`config.mk`:
```
export PLATFORM = sky130hd
export DESIGN_NAME = me_scan_controller
export DESIGN_NICKNAME = d
export VERILOG_FILES = /design/src/rtl/me_pkg.sv /design/src/rtl/me_addr_gen.sv /design/src/rtl/me_scan_controller.sv
export SDC_FILE = /design/constraint.sdc
export NUM_CORES = 1
export LEC_CHECK = 0
export ABC_AREA = 1
export BUFFER_PORTS_ARGS = -buffer_cell sky130_fd_sc_hd__buf_2
export CAP_MARGIN = 30
export CELL_PAD_IN_SITES_DETAIL_PLACEMENT = 0
export CELL_PAD_IN_SITES_GLOBAL_PLACEMENT = 1
export CORE_MARGIN = 10
export CORE_UTILIZATION = 46
export CTS_CLUSTER_DIAMETER = 100
export DETAILED_ROUTE_END_ITERATION = 10
export PLACE_DENSITY = 0.94
export SLEW_MARGIN = 10
export SYNTH_ARGS = -nofsm -noshare
export SYNTH_HDL_FRONTEND = slang
export SYNTH_HIERARCHICAL = 1
export SYNTH_SLANG_ARGS = --single-unit
```
`constraint.sdc`:
```
create_clock -name clk -period 8.5 [get_ports clk]
set_clock_uncertainty 0.05 [all_clocks]
set_input_delay 1.275 -clock clk [delete_from_list [all_inputs] [get_ports clk]]
set_output_delay 1.275 -clock clk [all_outputs]
set_load 0.02 [all_outputs]
```
`src/rtl/me_pkg.sv`:
```
// ----------------------------------------------------------------------------
// me_pkg
// Shared types and constants for the motion-estimation scan controller.
//   me_state_t : controller FSM states
//   pe_ctl_t   : PE control strobe bundle carried through the memory-latency
//                delay pipe
//   srch_addr  : row/column to linear search-window address
// ----------------------------------------------------------------------------
package me_pkg;

  typedef enum logic [2:0] {
    IDLE,
    SCAN,
    WAIT,
    UPDATE,
    DONE
  } me_state_t;

  typedef struct packed {
    logic clear;
    logic accum;
    logic last;
  } pe_ctl_t;

  localparam int BLK_DIM   = 16;
  localparam int SRCH_DIM  = 32;
  localparam int NUM_PAIRS = 8;
  localparam int RMEM_MAX  = 256;
  localparam int SMEM_MAX  = 1024;

  // Window rows are SRCH_DIM (32) wide, so row*32 + col is a plain concat.
  function automatic logic [9:0] srch_addr(input logic [4:0] row,
                                           input logic [4:0] col);
    return {row, col};
  endfunction

endpackage

```
`src/rtl/me_addr_gen.sv`:
```
// ----------------------------------------------------------------------------
// me_addr_gen
// Pixel (j, i), pair (p) and row (my) counters for the candidate scan, plus
// registered reference / search addresses derived from them.
// Ports:
//   clk, reset       : clock, asynchronous active-high reset
//   i_clear          : zero all counters (new search)
//   i_advance        : step to the next pixel of the current pair
//   i_next_pair      : step to pixel (0,0) of the next candidate pair
//   o_addr_r         : reference address  i*16 + j
//   o_addr_s1/s2     : search addresses   (my+i)*32 + 2p + j, and +1
//   o_mx, o_my       : lane-1 candidate vector of the current pair
//   o_first_pix      : current pixel is i=j=0
//   o_last_pix       : current pixel is i=j=15
//   o_last_pair      : current pair is p=7, my=15
// ----------------------------------------------------------------------------
module me_addr_gen
  import me_pkg::*;
(
  input  logic       clk,
  input  logic       reset,
  input  logic       i_clear,
  input  logic       i_advance,
  input  logic       i_next_pair,
  output logic [7:0] o_addr_r,
  output logic [9:0] o_addr_s1,
  output logic [9:0] o_addr_s2,
  output logic [3:0] o_mx,
  output logic [3:0] o_my,
  output logic       o_first_pix,
  output logic       o_last_pix,
  output logic       o_last_pair
);

  localparam logic [3:0] LAST_IDX  = 4'(BLK_DIM - 1);
  localparam logic [2:0] LAST_PAIR = 3'(NUM_PAIRS - 1);

  logic [3:0] r_j, r_i, r_my;
  logic [2:0] r_p;
  logic [7:0] r_addr_r;
  logic [9:0] r_addr_s1, r_addr_s2;

  logic [3:0] w_j, w_i, w_my;
  logic [2:0] w_p;
  logic [4:0] w_row, w_col;
  logic [9:0] w_s1;
  logic       w_step;

  // NOTE: every variable gets a default before any branch, so no path leaves
  // one unassigned and no latch is inferred.
  always_comb begin
    w_j  = r_j;
    w_i  = r_i;
    w_p  = r_p;
    w_my = r_my;
    if (i_clear) begin
      w_j  = '0;
      w_i  = '0;
      w_p  = '0;
      w_my = '0;
    end else if (i_next_pair) begin
      w_j = '0;
      w_i = '0;
      w_p = r_p + 3'd1;
      if (r_p == LAST_PAIR) w_my = r_my + 4'd1;
    end else if (i_advance) begin
      w_j = r_j + 4'd1;
      if (r_j == LAST_IDX) w_i = r_i + 4'd1;
    end
  end

  assign w_step = i_clear | i_next_pair | i_advance;
  assign w_row  = {1'b0, w_my} + {1'b0, w_i};
  assign w_col  = {1'b0, w_p, 1'b0} + {1'b0, w_j};
  assign w_s1   = srch_addr(w_row, w_col);

  // Addresses are registered from the next-counter values so they move in
  // lockstep with the counters, read 0 out of reset, and hold while idle.
  // NOTE: state registers use non-blocking assignments so every register
  // samples pre-edge values regardless of statement order.
  always_ff @(posedge clk or posedge reset) begin
    if (reset) begin
      r_j       <= '0;
      r_i       <= '0;
      r_p       <= '0;
      r_my      <= '0;
      r_addr_r  <= '0;
      r_addr_s1 <= '0;
      r_addr_s2 <= '0;
    end else if (w_step) begin
      r_j       <= w_j;
      r_i       <= w_i;
      r_p       <= w_p;
      r_my      <= w_my;
      r_addr_r  <= {w_i, w_j};
      r_addr_s1 <= w_s1;
      r_addr_s2 <= w_s1 + 10'd1;
    end
  end

  assign o_addr_r    = r_addr_r;
  assign o_addr_s1   = r_addr_s1;
  assign o_addr_s2   = r_addr_s2;
  assign o_mx        = {r_p, 1'b0};
  assign o_my        = r_my;
  assign o_first_pix = (r_i == '0) && (r_j == '0);
  assign o_last_pix  = (r_i == LAST_IDX) && (r_j == LAST_IDX);
  assign o_last_pair = (r_p == LAST_PAIR) && (r_my == LAST_IDX);

endmodule

```
`src/rtl/me_scan_controller.sv`:
```
// ----------------------------------------------------------------------------
// me_scan_controller
// Walks all 256 candidate vectors (mx,my in 0..15) of a 32x32 search window
// for one 16x16 reference block, two candidates (mx, mx+1) per pass, drives
// a dual-lane SAD PE pair and keeps the best vector.
// Ports:
//   clk, reset, start           : clock, async active-high reset, go pulse
//   AddressR/AddressS1/AddressS2: reference / lane-1 / lane-2 addresses
//   pe_clear/pe_accum/pe_last   : PE strobes, aligned with memory data
//   dist_valid, dist1, dist2    : PE pair result
//   bestDistance, motionX/Y     : best SAD and its vector
//   completed, busy, error      : status (error = sticky PE timeout)
// Parameters: MEM_LAT (1..3) memory read latency, PE_TIMEOUT result wait.
// Build option: define ME_EARLY_EXIT_EN to stop as soon as the best SAD is 0.
// ----------------------------------------------------------------------------
module me_scan_controller
  import me_pkg::*;
#(
  parameter int MEM_LAT    = 1,
  parameter int PE_TIMEOUT = 16
) (
  input  logic       clk,
  input  logic       reset,
  input  logic       start,
  output logic [7:0] AddressR,
  output logic [9:0] AddressS1,
  output logic [9:0] AddressS2,
  output logic       pe_clear,
  output logic       pe_accum,
  output logic       pe_last,
  input  logic       dist_valid,
  input  logic [7:0] dist1,
  input  logic [7:0] dist2,
  output logic [7:0] bestDistance,
  output logic [3:0] motionX,
  output logic [3:0] motionY,
  output logic       completed,
  output logic       busy,
  output logic       error
);

  localparam int              CNT_W       = $clog2(PE_TIMEOUT + 1);
  localparam logic [CNT_W-1:0] TIMEOUT_CNT = CNT_W'(PE_TIMEOUT);

  me_state_t  r_state, w_state_next;
  pe_ctl_t    r_pipe [MEM_LAT];
  pe_ctl_t    w_ctl, w_pe;

  logic       w_clear, w_advance, w_next_pair, w_timeout, w_early;
  logic       w_first_pix, w_last_pix, w_last_pair;
  logic [3:0] w_cur_mx, w_cur_my;

  logic       r_completed, r_error, r_first, r_armed;
  logic [CNT_W-1:0] r_wait_cnt;
  logic [7:0] r_d1, r_d2, r_best;
  logic [3:0] r_bmx, r_bmy;
  logic [7:0] w_best_next;
  logic [3:0] w_bmx_next, w_bmy_next;

  me_addr_gen u_addr_gen (
    .clk        (clk),
    .reset      (reset),
    .i_clear    (w_clear),
    .i_advance  (w_advance),
    .i_next_pair(w_next_pair),
    .o_addr_r   (AddressR),
    .o_addr_s1  (AddressS1),
    .o_addr_s2  (AddressS2),
    .o_mx       (w_cur_mx),
    .o_my       (w_cur_my),
    .o_first_pix(w_first_pix),
    .o_last_pix (w_last_pix),
    .o_last_pair(w_last_pair)
  );

  // Lane 1 first (first_result forces a load), then lane 2 against the
  // lane-1-updated best; strict less-than keeps the earlier candidate on ties.
  always_comb begin
    w_best_next = r_best;
    w_bmx_next  = r_bmx;
    w_bmy_next  = r_bmy;
    if (r_first || (r_d1 < r_best)) begin
      w_best_next = r_d1;
      w_bmx_next  = w_cur_mx;
      w_bmy_next  = w_cur_my;
    end
    if (r_d2 < w_best_next) begin
      w_best_next = r_d2;
      w_bmx_next  = w_cur_mx | 4'd1;
      w_bmy_next  = w_cur_my;
    end
  end

`ifdef ME_EARLY_EXIT_EN
  assign w_early = (w_best_next == 8'd0);
`else
  assign w_early = 1'b0;
`endif

  always_comb begin
    w_state_next = r_state;
    w_clear      = 1'b0;
    w_advance    = 1'b0;
    w_next_pair  = 1'b0;
    w_timeout    = 1'b0;
    unique case (r_state)
      IDLE, DONE: begin
        if (start) begin
          w_state_next = SCAN;
          w_clear      = 1'b1;
        end
      end
      SCAN: begin
        if (w_last_pix) w_state_next = WAIT;
        else            w_advance    = 1'b1;
      end
      WAIT: begin
        if (dist_valid) begin
          w_state_next = UPDATE;
        end else if (r_armed && (r_wait_cnt >= TIMEOUT_CNT)) begin
          w_state_next = DONE;
          w_timeout    = 1'b1;
        end
      end
      UPDATE: begin
        if (w_last_pair || w_early) begin
          w_state_next = DONE;
        end else begin
          w_state_next = SCAN;
          w_next_pair  = 1'b1;
        end
      end
      default: w_state_next = IDLE;
    endcase
  end

  // Strobes are issued with the address and delayed by MEM_LAT so the PE
  // sees them in the same cycle as the corresponding pixel data.
  always_comb begin
    w_ctl = '0;
    if (r_state == SCAN) begin
      w_ctl.clear = w_first_pix;
      w_ctl.accum = 1'b1;
      w_ctl.last  = w_last_pix;
    end
  end

  // NOTE: the delay pipe is a handful of flops, not a RAM, so it is reset
  // explicitly; stale strobes after a mid-scan reset would corrupt the PE.
  always_ff @(posedge clk or posedge reset) begin
    if (reset) begin
      for (int k = 0; k < MEM_LAT; k++) r_pipe[k] <= '0;
    end else begin
      r_pipe[0] <= w_ctl;
      for (int k = 1; k < MEM_LAT; k++) r_pipe[k] <= r_pipe[k-1];
    end
  end

  assign w_pe = r_pipe[MEM_LAT-1];

  always_ff @(posedge clk or posedge reset) begin
    if (reset) begin
      r_state     <= IDLE;
      r_completed <= 1'b0;
      r_error     <= 1'b0;
      r_first     <= 1'b0;
      r_armed     <= 1'b0;
      r_wait_cnt  <= '0;
      r_d1        <= '0;
      r_d2        <= '0;
      r_best      <= '0;
      r_bmx       <= '0;
      r_bmy       <= '0;
    end else begin
      r_state <= w_state_next;

      if (w_clear) begin
        r_completed <= 1'b0;
        r_error     <= 1'b0;
        r_first     <= 1'b1;
      end
      if (w_timeout) r_error <= 1'b1;
      if ((w_state_next == DONE) && (r_state != DONE)) r_completed <= 1'b1;

      if ((r_state == WAIT) && dist_valid) begin
        r_d1 <= dist1;
        r_d2 <= dist2;
      end

      if (r_state == UPDATE) begin
        r_best  <= w_best_next;
        r_bmx   <= w_bmx_next;
        r_bmy   <= w_bmy_next;
        r_first <= 1'b0;
      end

      // Timeout count starts at the aligned pe_last and saturates.
      if (r_state != WAIT) begin
        r_armed    <= 1'b0;
        r_wait_cnt <= '0;
      end else if (w_pe.last) begin
        r_armed    <= 1'b1;
        r_wait_cnt <= CNT_W'(1);
      end else if (r_armed && (r_wait_cnt < TIMEOUT_CNT)) begin
        r_wait_cnt <= r_wait_cnt + 1'b1;
      end
    end
  end

  assign pe_clear     = w_pe.clear;
  assign pe_accum     = w_pe.accum;
  assign pe_last      = w_pe.last;
  assign bestDistance = r_best;
  assign motionX      = r_bmx;
  assign motionY      = r_bmy;
  assign completed    = r_completed;
  assign error        = r_error;
  assign busy         = (r_state != IDLE) && (r_state != DONE);

endmodule
```
# Word-level counts from Yosys, hierarchy flattened
# Cells that the tools add are included.
[op_classes]
n_eq_ne = 11
reduce_logical = 21
n_mux = 44
n_addsub = 8
n_bitwise = 2
order_cmp = 4
[ops]
columns = ["cell", "n"]
rows = [
  ["two-way mux 4 bit", 14],
  ["two-way mux 3 bit", 8],
  ["< comparator 8 bit", 2],
  ["two-way mux 1 bit", 16],
  ["two-way mux 8 bit", 2],
  ["two-way mux 5 bit", 3],
  ["adder 4 x 1 -> 4 bit, second input constant", 3],
  ["equality test 4 bit, second input constant", 3],
  ["one-hot mux 3 bit (4 select lines)", 1],
  ["adder 10 x 1 -> 10 bit, second input constant", 1],
  ["adder 4 x 4 -> 5 bit", 2],
  ["nonzero test 2 bit", 5],
  ["equality test 3 bit, second input constant", 3],
  ["logical AND 1 bit", 8],
  ["zero test 4 bit", 2],
  ["equality test 3 x 2 -> 1 bit, second input constant", 2],
  ["nonzero test 3 bit", 2],
  ["adder 5 x 1 -> 5 bit, second input constant", 1],
  [">= comparator 5 bit, second input constant", 1],
  ["< comparator 5 bit, second input constant", 1],
  ["adder 3 x 1 -> 3 bit, second input constant", 1],
  ["equality test 3 x 1 -> 1 bit, second input constant", 1],
  ["zero test 3 bit", 1],
  ["!= test 3 x 2 -> 1 bit, second input constant", 1],
  ["5 further kinds", 6],
]
[totals]
in_bits = 20
output_inout_bits = 50
regBits = 90

# Depth between registers and ports, before layout
[depth]
ltp_word = 9
depth_mapped = 24

# Modules after synthesis
# The synthesis kept the hierarchy.
[by_module_without_submodules]
columns = ["mod", "seq_area_each_um2", "area_per_inst_um2", "n_inst", "cells_each"]
rows = [
  ["me_scan_controller", 1176.1, 2444.8, 1, 274],
  ["me_addr_gen", 850.8, 2083.2, 1, 252],
]

# Worst setup path after synthesis
# Ideal clock, no wire load.
[synth_timing]
kind = "input -> register"
start = "in start"
end = "reg u_addr_gen.r_addr_s2[9] (netlist: u_addr_gen/o_addr_s2[9])"
arrival_ps = 3606
setup_time_ps = 118
setup_slack_ps = 4727
path_stages = 18
path_cell_list = "inv_1 > nor2_1 > buf_6 > nor2_8 > inv_2 > nor2_4 > inv_2 > buf_6 > o21ai_0 > ha_1 > inv_1 > fa_1 > nor2_1 > nand4_4 > nor2_4 > nand4_1 > nand3_1 > nand2_1"
[synth_via]
elab_chain_cells = 5
[synth_lines]
columns = ["element", "line_no", "rtl"]
rows = [
  ["start, declared", "me_scan_controller.sv:24", "input logic start,"],
  ["two-way mux 1 bit", "me_scan_controller.sv:108", "if (start) begin"],
  ["two-way mux 1 bit", "me_scan_controller.sv:106", "unique case (r_state)"],
  ["via w_clear", "me_scan_controller.sv:49", "logic w_clear, w_advance, w_next_pair, w_timeout, w_early;"],
  ["two-way mux 4 bit", "me_addr_gen.sv:56", "if (i_clear) begin"],
  ["via u_addr_gen.w_j[1]", "me_addr_gen.sv:43", "logic [3:0] w_j, w_i, w_my;"],
  ["adder 4 x 4 -> 5 bit", "me_addr_gen.sv:74", "assign w_col = {1'b0, w_p, 1'b0} + {1'b0, w_j};"],
  ["adder 10 x 1 -> 10 bit", "me_addr_gen.sv:97", "r_addr_s2 <= w_s1 + 10'd1;"],
  ["end signal, assigned", "me_addr_gen.sv:97", ""],
  ["end, declared", "me_addr_gen.sv:41", "logic [9:0] r_addr_s1, r_addr_s2;"],
]
# The timed path passes the listed nets, and every way through them passes these cells.
# A chain may end at the register's enable or synchronous reset.

# Worst setup path in the final report
[layout_timing]
start = "reg r_state[2]"
end = "reg u_addr_gen.r_addr_s2[9] (netlist: u_addr_gen/o_addr_s2[9])"
[layout_lines]
columns = ["element", "line_no", "rtl"]
rows = [
  ["start, declared", "me_scan_controller.sv:45", "me_state_t r_state, w_state_next;"],
  ["start signal, assigned", "me_scan_controller.sv:175", "r_state <= w_state_next;"],
  ["equality test 3 x 2 -> 1 bit", "me_scan_controller.sv:106", ""],
  ["two-way mux 1 bit", "me_scan_controller.sv:106", ""],
  ["via w_next_pair", "me_scan_controller.sv:49", ""],
  ["two-way mux 4 bit", "me_addr_gen.sv:61", "end else if (i_next_pair) begin"],
  ["two-way mux 4 bit", "me_addr_gen.sv:56", ""],
  ["via u_addr_gen.w_j[1]", "me_addr_gen.sv:43", ""],
  ["adder 4 x 4 -> 5 bit", "me_addr_gen.sv:74", ""],
  ["adder 10 x 1 -> 10 bit", "me_addr_gen.sv:97", ""],
]
# The timed path passes the listed nets, and every way through them passes these cells.

==> run metrics <==
outcome complete, no violations; CTS resizes 0; final setup vio count 0; first-pass GRT wire length roughly 18000 um; CTS H-tree lvls 3; I/O pin cnt 70; Die Wd roughly 120 um; yosys warns 6; worst stage delay on the critical path ~740 ps; Post-synth EDFFs 0; root buffer cell clkbuf_8; fin crit period 4376 ps; DIE HEIGHT approximately 120 um; final non-filler cell total roughly 740; unique cell type count in the Yosys netlist between 40 and 50; GRT overflow 0; Pre-antenna DRT Iters 4; Initial Util between 40% and 50%; top cell type's share of synthesized area 44.76%; vias per inst 4.962; Max clock buf depth 2; Slew HR around two fifths; largest net degree at the start of global routing 35; Crit Path Category flop to flop; Post-Synthesis Cell Area around 4500 um2; Post-synth top flop dfrtp_1; Placed Cells between 700 and 800; power per cell area about 240 nW/um2; post-DP HPWL 7873 um; Cells after Synth about 530; std cell rows 36; most frequent cell after synthesis nand2_1; pre-CTS setup slack slightly below 4000 ps; clk slew on worst S/H paths ~80 ps; GP Congestion around 0.86; Post-CTS Repair Setup Buffers 0; Arr. time, crit path 4580 ps; Setup crit end kind flop; nets 651; CP Cell Sequence nor3_2 > buf_4 > clkinv_1 > nor2_1 > nor2_8 > inv_2 > nor2_4 > inv_2 > o21ai_0 > ha_1 > inv_1 > fa_1 > nor2_1 > nand4_4 > nor2_4 > nand4_1 > nand3_1 > nand2_1; Critical-path top delay cell nor2_1; Syn Nets 579; port buffer count 69; Startpoint Class flop; DRC Markers 0; Max VDD drop around 160 uV; layout cells sized above 1 21.23%; Maximum Capacitance Violations 0; crit share post-route 51.48%; commonest cells in the netlist nand2_1 (121), dfrtp_1 (81), inv_1 (66), nor2_1 (42), nand3_1 (41); largest area contributor in the netlist dfrtp_1; CTS tree built; Yosys reg bits between 80 and 90; die area around 14000 um2; P_leak 2.864 nW; Hold Fails Final Rpt 0; clk_lat worst skew 360 ps; PnR worst setup slack approximately 4100 ps; CTS Buf Count 9; area of the core 9684 um2; drt wl/cell around 14 um; total negative slack 0 ps; Clock Sinks a little over 80; Slew @ Worst Pin 899.2 ps; number of DRC markers in iteration 0 160; Hold Crit Class flop to flop; vias in the first global route around 3600; Critical Path RT about 8700 ps; CP max FO 25; ys async rst share 100.0%; Antenna Nets Post-Route 0; vias around 3700; register area share after synthesis 44.76%; CP bufs+invs 5; unrepaired setup endpoints after global routing false; Largest delay share family, worst path simple AND/OR/NAND/NOR gates; Post-CTS Hold Fix Bufs 0; antenna cell count 0; top post-synthesis cells by area dfrtp_1 (45%), nand2_1 (10%), ha_1 (8.6%); area grow syn2layout 16.36%; FMAX about 230 MHz; syn_area_per_cell 8.609 um2; total wire length a little over 10000 um; initial antenna violation count 0; gr usage total 14.81%; Final Max Tran Viols 0
[metrics by stage]
stage | utilization (%) | hold WS, ps | power [W] | area [um2]
after floorplan | - | 394.5 | 0.0008005 | 4528
after detailed placement | 51.69 | 410.8 | 0.0009315 | 5006
after CTS | 54.41 | 433.3 | 0.001298 | 5269
after global placement | 51.49 | 407.6 | 0.0009245 | 4986
final | 54.41 | 426.0 | 0.001284 | 5269
after global routing | 54.41 | 448.9 | 0.001374 | 5269
[flip-flops by register name, indices dropped and copies added (netlist names), 5 cells and up]
signal and count:
r_d2 8, u_addr_gen/o_addr_s2 10, bestDistance 8, r_d1 8, u_addr_gen/o_addr_s1 9, r_wait_cnt 5
[worst min-delay path: stages (launching register included)]
cell	delay, ps
dfrtp_1	340
nand2_1	50
nand2_1	50
[layout make-up]
type | count | area, um2
multi-input cells | 364 | 2170
clock inverters | 4 | 97.59
fillers | 915 | 4415
flip-flops and latches | 81 | 2027
repair buffers | 72 | 380.4
inverters | 70 | 262.8
clock buffers | 12 | 165.2
well taps | 133 | 166.4
[placed cells by master (no fill, tap or decap), types with 2 or more instances in the layout]
cell,netlist,routed
o21a_1,2,2
o21ai_0,23,23
nor2_2,3,3
nand3_2,2,2
inv_1,66,65
nor3_1,18,17
nand4_1,3,3
clkbuf_8,0,12
nand2_1,121,121
xor2_1,3,3
nor3_2,1,2
xnor2_1,3,3
nor2_1,42,42
mux2_2,14,14
inv_2,3,4
ha_1,31,31
buf_4,3,2
fa_1,2,2
nand2_4,3,3
a21oi_1,23,23
nand3_1,41,41
nand2_2,3,3
bufinv_16,0,3
buf_2,5,69
nand3b_1,7,7
dfrtp_1,81,81
nor2_4,4,4
[worst paths after layout]
path | cells after the start | end | slack, ps | start
worst min-delay path | 2 | u_addr_gen/o_addr_s2[1] | 430 | u_addr_gen/o_addr_s2[1]
worst min register to register | 2 | u_addr_gen/o_addr_s2[1] | 430 | u_addr_gen/o_addr_s2[1]
max in group asynchronous | 3 | motionY[3] | 7040 | reset
worst max register to register | 18 | u_addr_gen/o_addr_s2[9] | 4120 | r_state[2]
min in group asynchronous | 2 | bestDistance[0] | 850 | reset
worst max-delay path | 18 | u_addr_gen/o_addr_s2[9] | 4120 | r_state[2]
[layer usage]
layer | track usage, % | vias to the layer above | share of wire [%]
li1 | - | 1838 | -
met4 | 5.496 | 0 | 1.6
met2 | 23.13 | 94 | 46
met3 | 4.487 | 15 | 6.7
met5 | 0 | - | 0
met1 | 18.91 | 1705 | 46
[cells by family (layout without fill, tap and decap cells)]
| family | after synthesis | in the layout | synth area share, % |
|---|---|---|---|
| AO/OA/AOI/OAI | 57 | 57 | 6.936 |
| XOR/XNOR | 7 | 7 | 1.520 |
| adder cells (fa/ha/maj) | 33 | 33 | 9.450 |
| buffers and inverters | 81 | 158 | 7.433 |
| flip-flops | 81 | 81 | 44.76 |
| multiplexers | 14 | 14 | 3.482 |
| other | 1 | 1 | 0.08282 |
| AND/OR/NAND/NOR | 252 | 252 | 26.33 |
[power breakdown]
part	switching, W	internal (W)
Sequential	0.0000440	0.000442
Clock	0.000140	0.000219
Combinational	0.000289	0.000150
Total	0.000473	0.000811
No activity file was read; power rests on OpenSTA's default activity.
